--- src/rtl/apb_ram_pkg.sv ---
// Shared types and constants for the APB RAM slave: FSM state encoding and wait counter width.
package apb_ram_pkg;

  typedef enum logic [1:0] {
    S_IDLE = 2'd0,
    S_WAIT = 2'd1,
    S_RESP = 2'd2
  } state_e;

  localparam int CNT_W = 4;

endpackage

--- src/rtl/apb_ram_if.sv ---
// APB bus bundle between a master and the RAM slave.
// Handshake: a transfer is requested while psel=1 and penable=1; the master holds all request
// fields stable until the single cycle in which pready=1, which completes it (pslverr and prdata
// are qualified by pready). Dropping psel before pready abandons the transfer.
interface apb_ram_if #(
  parameter int DATA_W = 32
);
  logic [31:0]         paddr;
  logic                psel;
  logic                penable;
  logic                pwrite;
  logic [DATA_W-1:0]   pwdata;
  logic [DATA_W/8-1:0] pstrb;
  logic [DATA_W-1:0]   prdata;
  logic                pready;
  logic                pslverr;

  modport master (
    output paddr, psel, penable, pwrite, pwdata, pstrb,
    input  prdata, pready, pslverr
  );

  modport slave (
    input  paddr, psel, penable, pwrite, pwdata, pstrb,
    output prdata, pready, pslverr
  );
endinterface

--- src/rtl/apb_ram_core.sv ---
// Word-addressed RAM with per-byte write enables and an asynchronous read port; no reset on contents.
module apb_ram_core #(
  parameter int DATA_W = 32,
  parameter int DEPTH  = 64,
  parameter int AW     = $clog2(DEPTH)
) (
  input  logic                pclk,
  input  logic [DATA_W/8-1:0] we,
  input  logic [AW-1:0]       waddr,
  input  logic [DATA_W-1:0]   wdata,
  input  logic [AW-1:0]       raddr,
  output logic [DATA_W-1:0]   rdata
);
  logic [DATA_W-1:0] mem [DEPTH];

  always_ff @(posedge pclk) begin
    for (int i = 0; i < DATA_W/8; i++) begin
      if (we[i]) mem[waddr][8*i +: 8] <= wdata[8*i +: 8];
    end
  end

  assign rdata = mem[raddr];
endmodule

--- src/rtl/apb_ram_slave.sv ---
// APB RAM slave with optional wait states; byte strobes honoured only when APB_RAM_PSTRB_EN is defined.
module apb_ram_slave
  import apb_ram_pkg::*;
#(
  parameter int DATA_W      = 32,
  parameter int DEPTH       = 64,
  parameter int WAIT_CYCLES = 0
) (
  input  logic   pclk,
  input  logic   presetn,
  apb_ram_if.slave bus,
  output state_e state_dbg
);
  localparam int          BYTES      = DATA_W/8;
  localparam int          AW         = $clog2(DEPTH);
  localparam int          OFF_W      = $clog2(BYTES);
  localparam logic [31:0] LIMIT      = 32'(DEPTH*BYTES);
  localparam logic [31:0] ALIGN_MASK = 32'(BYTES-1);

  state_e             state, state_n;
  logic [CNT_W-1:0]   cnt, cnt_n;
  logic               start;

  logic [AW-1:0]      req_idx;
  logic               req_write, req_err;
  logic [DATA_W-1:0]  req_wdata;
  logic [BYTES-1:0]   req_strb;

  logic               live_err;
  logic [AW-1:0]      live_idx;
  logic [BYTES-1:0]   live_strb;

  logic               cur_err, cur_write;
  logic [AW-1:0]      rd_idx;
  logic [DATA_W-1:0]  mem_rdata;
  logic [BYTES-1:0]   mem_we;

  logic               pready_q, pslverr_q;
  logic [DATA_W-1:0]  prdata_q;

  assign live_err = (bus.paddr >= LIMIT) || ((bus.paddr & ALIGN_MASK) != 32'd0);
  assign live_idx = AW'(bus.paddr >> OFF_W);
`ifdef APB_RAM_PSTRB_EN
  assign live_strb = bus.pstrb;
`else
  assign live_strb = '1;
`endif

  always_ff @(posedge pclk or negedge presetn) begin
    if (!presetn) begin
      state <= S_IDLE;
      cnt   <= '0;
    end else begin
      state <= state_n;
      cnt   <= cnt_n;
    end
  end

  always_comb begin
    state_n = state;
    cnt_n   = cnt;
    start   = 1'b0;
    case (state)
      S_IDLE: begin
        if (bus.psel && bus.penable) begin
          start = 1'b1;
          if (WAIT_CYCLES == 0) begin
            state_n = S_RESP;
          end else begin
            state_n = S_WAIT;
            cnt_n   = CNT_W'(WAIT_CYCLES - 1);
          end
        end
      end
      S_WAIT: begin
        // Losing psel mid-wait abandons the transfer before anything is committed.
        if (!bus.psel) begin
          state_n = S_IDLE;
          cnt_n   = '0;
        end else if (cnt == '0) begin
          state_n = S_RESP;
        end else begin
          cnt_n = cnt - 1'b1;
        end
      end
      S_RESP:  state_n = S_IDLE;
      default: state_n = S_IDLE;
    endcase
  end

  always_ff @(posedge pclk or negedge presetn) begin
    if (!presetn) begin
      req_idx   <= '0;
      req_write <= 1'b0;
      req_err   <= 1'b0;
      req_wdata <= '0;
      req_strb  <= '0;
    end else if (start) begin
      req_idx   <= live_idx;
      req_write <= bus.pwrite;
      req_err   <= live_err;
      req_wdata <= bus.pwdata;
      req_strb  <= live_strb;
    end
  end

  // With no wait states the response is built from the live bus in the same edge as the capture.
  assign cur_err   = start ? live_err   : req_err;
  assign cur_write = start ? bus.pwrite : req_write;
  assign rd_idx    = start ? live_idx   : req_idx;

  always_ff @(posedge pclk or negedge presetn) begin
    if (!presetn) begin
      pready_q  <= 1'b0;
      pslverr_q <= 1'b0;
      prdata_q  <= '0;
    end else begin
      pready_q  <= (state_n == S_RESP);
      pslverr_q <= (state_n == S_RESP) && cur_err;
      prdata_q  <= ((state_n == S_RESP) && !cur_err && !cur_write) ? mem_rdata : '0;
    end
  end

  assign mem_we = ((state == S_RESP) && req_write && !req_err) ? req_strb : '0;

  apb_ram_core #(
    .DATA_W (DATA_W),
    .DEPTH  (DEPTH),
    .AW     (AW)
  ) u_core (
    .pclk  (pclk),
    .we    (mem_we),
    .waddr (req_idx),
    .wdata (req_wdata),
    .raddr (rd_idx),
    .rdata (mem_rdata)
  );

  assign bus.prdata  = prdata_q;
  assign bus.pready  = pready_q;
  assign bus.pslverr = pslverr_q;
  assign state_dbg   = state;
endmodule

--- src/flat_wrapper.sv ---
// flat-port wrapper written by rule: the top's interface ports become plain ports
module apb_ram_slave_flat import apb_ram_pkg::*;
#(
  parameter int DATA_W      = 32,
  parameter int DEPTH       = 64,
  parameter int WAIT_CYCLES = 0
)
  (pclk, presetn, state_dbg, bus_paddr, bus_psel, bus_penable, bus_pwrite, bus_pwdata, bus_pstrb, bus_prdata, bus_pready, bus_pslverr);
  apb_ram_if #(.DATA_W(DATA_W)) bus_i ();
  input  logic pclk;
  input  logic presetn;
  output state_e state_dbg;
  input wire logic [$bits(bus_i.paddr)-1:0] bus_paddr;
  input wire logic [$bits(bus_i.psel)-1:0] bus_psel;
  input wire logic [$bits(bus_i.penable)-1:0] bus_penable;
  input wire logic [$bits(bus_i.pwrite)-1:0] bus_pwrite;
  input wire logic [$bits(bus_i.pwdata)-1:0] bus_pwdata;
  input wire logic [$bits(bus_i.pstrb)-1:0] bus_pstrb;
  output wire logic [$bits(bus_i.prdata)-1:0] bus_prdata;
  output wire logic [$bits(bus_i.pready)-1:0] bus_pready;
  output wire logic [$bits(bus_i.pslverr)-1:0] bus_pslverr;
  assign bus_i.paddr = bus_paddr;
  assign bus_i.psel = bus_psel;
  assign bus_i.penable = bus_penable;
  assign bus_i.pwrite = bus_pwrite;
  assign bus_i.pwdata = bus_pwdata;
  assign bus_i.pstrb = bus_pstrb;
  assign bus_prdata = bus_i.prdata;
  assign bus_pready = bus_i.pready;
  assign bus_pslverr = bus_i.pslverr;
  apb_ram_slave #(.DATA_W(DATA_W), .DEPTH(DEPTH), .WAIT_CYCLES(WAIT_CYCLES)) u_core (.pclk(pclk), .presetn(presetn), .bus(bus_i), .state_dbg(state_dbg));
endmodule
--- config.mk ---
export PLATFORM = sky130hd
export DESIGN_NAME = apb_ram_slave_flat
export DESIGN_NICKNAME = d
export VERILOG_FILES = /design/src/rtl/apb_ram_pkg.sv /design/src/rtl/apb_ram_if.sv /design/src/rtl/apb_ram_core.sv /design/src/rtl/apb_ram_slave.sv /design/src/flat_wrapper.sv
export SDC_FILE = /design/constraint.sdc
export NUM_CORES = 2
export LEC_CHECK = 0
export BUFFER_PORTS_ARGS = -buffer_cell sky130_fd_sc_hd__clkbuf_2
export CAP_MARGIN = 20
export CORE_ASPECT_RATIO = 1.4
export CORE_MARGIN = 1
export CORE_UTILIZATION = 30
export CTS_BUF_LIST = sky130_fd_sc_hd__clkbuf_16
export CTS_CLUSTER_SIZE = 30
export DETAILED_ROUTE_END_ITERATION = 8
export SLEW_MARGIN = 0
export SYNTH_ARGS = -nofsm -noshare
export SYNTH_HDL_FRONTEND = slang
export SYNTH_HIERARCHICAL = 1
export SYNTH_SLANG_ARGS = --single-unit
--- constraint.sdc ---
create_clock -name pclk -period 4.3 [get_ports pclk]
set_input_delay 0.215 -clock pclk [delete_from_list [all_inputs] [get_ports pclk]]
set_output_delay 0.215 -clock pclk [all_outputs]
set_load 0.02 [all_outputs]
# [After elaboration in Yosys (flattened, before gate mapping)]
# Memory sizes are Yosys's and may differ from the RTL's.
# Cells that the tools add are included.
[op_classes] n_reduce_logical=14 magnitude_cmp=1 n_addsub=1 eq_ne=4 muxes=21
[ops] op="32-bit by 9-bit greater-or-equal comparator with 1-bit output (second input constant)" n=1
[ops] op="32-bit 2-to-1 mux" n=1
[ops] op="32-bit nonzero test" n=1
[ops] op="1-bit 2-to-1 mux" n=12
[ops] op="4-bit 2-to-1 mux" n=3
[ops] op="1-bit logical AND" n=6
[ops] op="2-bit 2-to-1 mux" n=3
[ops] op="6-bit 2-to-1 mux" n=1
[ops] op="2-bit == test (second input constant)" n=2
[ops] op="4-bit logical NOT" n=1
[ops] op="2-bit one-hot mux with 2 select lines" n=1
[ops] op="4-bit by 1-bit subtractor with 4-bit output (second input constant)" n=1
[ops] op="1-bit logical NOT" n=3
[ops] op="2-bit by 1-bit == test with 1-bit output (second input constant)" n=1
[ops] op="2-bit logical NOT" n=1
[ops] op="2-bit != test (second input constant)" n=1
[ops] op="2-bit AND reduction" n=1
[ops] op="1-bit logical OR" n=1
[word_totals] inputBits=73 n_memories=1 word_cells=52 mem_bits_rw=2048 ff_bits=81
[memory_table] memory="u_core.u_core.mem" depth=64 word_bits=32 read_ports=1 rd_ports_with_merged_regs=0 write_ports=1 line_no="apb_ram_core.sv:14" text="logic [DATA_W-1:0] mem [DEPTH];"

# [Depth between registers and ports, before layout]
[depth] word_depth=8 mapped_depth=17 ltp_nobuf=10

# [By module]
# The synthesis kept the hierarchy.
[modules_own_cells] mod="apb_ram_core" cells_each=3917 seq_area_each_um2=61499.0 instances=1 area_each_um2=80996.4
[modules_own_cells] mod="apb_ram_slave" cells_each=301 seq_area_each_um2=2026.9 instances=1 area_each_um2=3199.3

# [Worst setup path before layout]
# No wires, ideal clock.
[synth_timing] path_type="register -> register" start="register u_core.state[1] (netlist: u_core/state_dbg[1])" end="register u_core.prdata_q[20] (netlist: u_core/bus.prdata[20])" arrival_time_ns=3.050 stages_incl_launch_ff=14 setup_slack_ns=1.129 t_required_ns=4.180 cell_sequence="dfrtp_1 > and4bb_1 > buf_2 > clkbuf_1 > nand2_1 > nand2_1 > buf_6 > buf_6 > buf_2 > mux4_2 > a22o_1 > o22ai_1 > nor3_1 > and4_1"
[synth_via] word_cells_on_any_way=17
[synth_rtl] item="start, declared" line_no="apb_ram_slave.sv:20" text="state_e state, state_n;"
[synth_rtl] item="start signal, assigned" line_no="apb_ram_slave.sv:54" text="state <= state_n;"
[synth_rtl] item="2-bit logical NOT" line_no="apb_ram_slave.sv:63" text="case (state)"
[synth_rtl] item="1-bit 2-to-1 mux" line_no="apb_ram_slave.sv:63"
[synth_rtl] item="6-bit 2-to-1 mux" line_no="apb_ram_slave.sv:110" text="assign rd_idx = start ? live_idx : req_idx;"
[synth_rtl] item="net u_core.rd_idx[0]" line_no="apb_ram_slave.sv:34" text="logic [AW-1:0] rd_idx;"
[synth_rtl] item="memory 64 x 32 bit"
[synth_rtl] item="net u_core.mem_rdata[20]" line_no="apb_ram_slave.sv:35" text="logic [DATA_W-1:0] mem_rdata;"
[synth_rtl] item="32-bit 2-to-1 mux" line_no="apb_ram_slave.sv:120" text="prdata_q <= ((state_n == S_RESP) && !cur_err && !cur_write) ? mem_rdata : '0;"
[synth_rtl] item="end signal, assigned" line_no="apb_ram_slave.sv:120"
[synth_rtl] item="end, declared" line_no="apb_ram_slave.sv:39" text="logic [DATA_W-1:0] prdata_q;"
# The timed path passes the listed nets, and every way through them passes these cells.
# A chain may end at the register's enable or synchronous reset.

# [Worst setup path after layout]
[layout_timing] start="register u_core.state[0] (netlist: u_core/state_dbg[0])" end="register u_core.prdata_q[20] (netlist: u_core/bus.prdata[20])"
# The elaborated chain is that of the path after synthesis.

==> impl_metrics.sql <==
INSERT INTO impl_metrics (metric_group, metric, value, unit) VALUES
('final_layout', 'layout-drive-gt1-share', '22.9', '%'),
('cts', 'cts-root-buf', 'sky130_fd_sc_hd__clkbuf_16', ''),
('floorplan', 'die-area', '283000', 'µm²'),
('synth', 'synthMostInstantiatedCell', 'sky130_fd_sc_hd__edfxtp_1', ''),
('drt', 'final_ant_viol_nets', '0', ''),
('power_and_ir_drop', 'power', '45.9', 'mW'),
('grt', 'grt-ovfl-total', '0', ''),
('drt', 'drc', '0', ''),
('grt', 'first_pass_grt_wire_length', '323', 'mm'),
('timing', 'largest_clock_skew_in_the_final_design', '0.0485', 'ns'),
('floorplan', 'core.rowCount', '229', ''),
('cts', 'cts.sinks', '2129', ''),
('synth', 'synth-edff-count', '2048', ''),
('outcome', 'outcome', 'finished, final reports clean', ''),
('synth', 'synth.largest_area_cell', 'sky130_fd_sc_hd__edfxtp_1', ''),
('timing', 'max_slew.worst_pin.slew', '1.14', 'ns'),
('cts', 'cts.reportedPaths.clkPinSlew', '0.06', 'ns'),
('timing', 'slew_headroom', '23.1', '%'),
('grt', 'first_global_vias', '43100', ''),
('drt', 'initialDrtViolationCount', '4452', ''),
('floorplan', 'die-height', '629', 'µm'),
('setup_path', 'worst-endpoint-arrival', '4.66', 'ns'),
('final_layout', 'layout.nets', '4553', ''),
('drt', 'wirelength', '230', 'mm'),
('cts', 'cts_buffers', '191', ''),
('final_layout', 'area_delta_synth_final', '13.8', '%'),
('cts', 'cts_tree', 'done', ''),
('drt', 'viasPerCell', '5.14', ''),
('timing', 'final.period_utilization', '91.6', '%'),
('floorplan', 'boundaryPins', '109', ''),
('setup_path', 'critPathRequiredTime', '5.02', 'ns'),
('setup_path', 'crit_path_end_kind', 'flip-flop', ''),
('timing', 'totalNegativeSetupSlack', '0', 'ns'),
('setup_path', 'critical_path.startpoint_type', 'flip-flop', ''),
('run', 'max_cap_viol_count', '0', ''),
('synth', 'yosys-top-cells-area', 'sky130_fd_sc_hd__edfxtp_1 73%, sky130_fd_sc_hd__mux4_2 9.0%, sky130_fd_sc_hd__dfrtp_1 2.4%, sky130_fd_sc_hd__and2_1 2.0%, sky130_fd_sc_hd__mux2i_1 1.8%', ''),
('timing', 'timing.final.setup_violations', '0', ''),
('place', 'gpl.final_weighted_congestion', '0.866', ''),
('synth', 'post_synthesis_cell_area', '84200', 'µm²'),
('drt', 'vias', '42800', ''),
('grt', 'track_usage', '15.8', '%'),
('timing', 'max_clock_freq', '0.254', 'GHz'),
('setup_path', 'worst-setup-path-type', 'reg2reg', ''),
('timing', 'grt_setup_unrepaired', 'false', ''),
('drt', 'first_pass_iters', '5', ''),
('synth', 'post_synth.cell_area_avg', '20.0', 'µm²'),
('final_layout', 'fin_util', '34.4', '%'),
('synth', 'synth_common_cells', '2048 x sky130_fd_sc_hd__edfxtp_1, 337 x sky130_fd_sc_hd__mux4_2, 263 x sky130_fd_sc_hd__and2_1', ''),
('min_path', 'hp-class', 'in2async', ''),
('synth', 'synth-async-reset-ratio', '3.80', '%'),
('synth', 'yosys.area.top_type_share', '73.0', '%'),
('cts', 'worstSkewPairLatency', '0.84', 'ns'),
('grt', 'antenna_found_initial', '11', ''),
('timing', 'maxSlewViolCount', '0', ''),
('timing', 'period_minus_slack', '3.94', 'ns'),
('final_layout', 'layout.filler_cells', '26000', ''),
('setup_path', 'worstPathMaxFanout', '35', ''),
('grt', 'maximum_number_of_pins_on_one_net_before_global_route_repair', '111', ''),
('cts', 'number_of_levels_the_h_tree_was_split_into', '4', ''),
('place', 'dp_hpwl', '156', 'mm'),
('power_and_ir_drop', 'p_leak', '30.6', 'nW'),
('synth', 'syn_nets', '4293', ''),
('power_and_ir_drop', 'power.density', '479', 'nW/µm²'),
('floorplan', 'core_area', '279000', 'µm²'),
('cts', 'max-clock-path-buffers', '4', ''),
('synth', 'sequential_share_of_the_synthesized_area', '75.5', '%'),
('floorplan', 'chipWidth', '450', 'µm'),
('drt', 'wl_per_cell', '27.7', 'µm'),
('place', 'portbufs', '104', ''),
('synth', 'syn-instance-count', '4218', ''),
('synth', 'synth_ff_type', 'sky130_fd_sc_hd__edfxtp_1', ''),
('floorplan', 'initial_core_util', '30.2', '%'),
('synth', 'ys_ff_latch', '2129', ''),
('synth', 'yosys.cell_types.count', '67', ''),
('timing', 'finalHoldViolCount', '0', ''),
('power_and_ir_drop', 'peakVddDrop', '0.357', 'mV'),
('synth', 'synthesis.yosys.warnings', '6', '');
-- placed cells by master, fill, tap and decap left out, drive strengths merged, types with 5 or more instances in the layout --
master / count
or4b: 10
o22ai: 96
clkbuf: 296
mux2i: 152
or3: 5
a21oi: 48
a211oi: 32
a22oi: 89
and2: 265
clkinv: 91
nand2: 207
nor3: 18
inv: 47
nand2b: 11
nand3: 35
o31ai: 10
nor4: 11
o21ai: 13
a31oi: 18
bufinv: 10
a22o: 12
mux2: 117
buf: 180
edfxtp: 2048
nor3b: 6
dlygate4sd3: 44
nor2: 90
nor2b: 21
dfrtp: 81
mux4: 394
a221oi: 17
nand3b: 8
diode: 6
and4: 33
o22a: 16
or2: 5
o221ai: 26
and3: 16
-- cell families (layout without fill, tap and decap cells) --
| group | count (synthesis) | count (layout) | share of synthesized area [%] |
|---|---|---|---|
| flip-flops | 2129 | 2129 | 75.5 |
| AND/OR/NAND/NOR | 757 | 757 | 4.88 |
| multiplexers | 663 | 663 | 14.2 |
| AO/OA/AOI/OAI | 401 | 401 | 3.43 |
| buffers and inverters | 265 | 672 | 2.04 |
| adder cells (fa/ha/maj) | 2 | 2 | 0.0297 |
| XOR/XNOR | 1 | 1 | 0.0104 |
| other | 0 | 6 | 0 |
-- routing by layer --
layer / part of all wire, % / routed length, µm / global-route usage [%] / vias to the layer above
li1: - / - / - / 17800
met1: 37 / 85300 / 18.9 / 22800
met2: 52 / 120000 / 28.4 / 1721
met3: 6.3 / 14400 / 2.07 / 400
met4: 4.5 / 10300 / 6.57 / 0
met5: 0 / 0 / 0 / -
-- worst max-delay path: stages (launching register included) --
cell	delay (ns)
sky130_fd_sc_hd__dfrtp_1	0.45
sky130_fd_sc_hd__and4bb_1	0.49
sky130_fd_sc_hd__nand2_1	0.15
sky130_fd_sc_hd__nand2_4	0.32
sky130_fd_sc_hd__buf_12	0.32
sky130_fd_sc_hd__mux4_1	0.60
sky130_fd_sc_hd__nand2_1	0.11
sky130_fd_sc_hd__or4b_1	0.47
sky130_fd_sc_hd__a22oi_1	0.58
sky130_fd_sc_hd__nor3_1	0.14
sky130_fd_sc_hd__and4_1	0.18
-- cell type report --
cell class | count | area (µm²) | share of cell area, %
Antenna cell | 6 | 15.0 | 0.0157
Clock buffer | 193 | 4830 | 5.04
Clock inverter | 147 | 955 | 0.996
Inverter | 5 | 20.0 | 0.0209
Multi-Input combinational cell | 1824 | 19100 | 19.9
Sequential cell | 2129 | 63600 | 66.3
Tap cell | 3696 | 4620 | 4.83
Timing Repair Buffer | 327 | 2740 | 2.86
-- power breakdown --
group	switching (mW)	internal [mW]	leakage, nW
clock network	7.37	8.74	3.00
registers	0.122	23.4	19.6
logic	4.06	2.12	8.01
-- sequential cells by signal, summed over array words and instances (netlist names) --
signal              count
u_core/u_core/mem    2048
u_core/bus.prdata      32
u_core/req_wdata       32
u_core/req_idx          6
u_core/cnt              4
u_core/state_dbg        2
u_core/bus.pready       1
u_core/bus.pslverr      1
u_core/req_err          1
u_core/req_strb         1
u_core/req_write        1
-- what timing repair did --
item                                   4_1_cts  5_1_grt
resized for setup                            0        0
hold buffers                                44        0
endpoints found under the hold margin       94        0
setup buffers                                0        0
-- per-stage QoR --
step                      instances  hold WS [ns]  area, µm²  worst slack (ns)
after floorplan                4218       -0.0806      84200              1.13
after global placement         7936         0.359      89600             0.270
after detailed placement       7937         0.374      89600             0.267
after CTS                      8321        0.0377      95800             0.276
after global routing           8322         0.101      95800             0.139
final                          8327        0.0473      95800             0.361
-- path summary, 6_finish.rpt --
| kind | start | to | slack (ns) | cells past startpoint |
|---|---|---|---|---|
| worst max register to register | u_core/state_dbg[0] | u_core/bus.prdata[20] | 0.36 | 10 |
| worst max-delay path | u_core/state_dbg[0] | u_core/bus.prdata[20] | 0.36 | 10 |
| max in group asynchronous | presetn | u_core/req_wdata[8] | 3.29 | 3 |
| min in group pclk | bus_pwdata[20] | u_core/req_wdata[20] | 0.11 | 4 |
| worst min register to register | u_core/req_strb[0] | u_core/req_strb[0] | 0.48 | 1 |
| worst min-delay path | presetn | u_core/req_wdata[15] | 0.05 | 2 |
(Power assumes the default switching activity.)
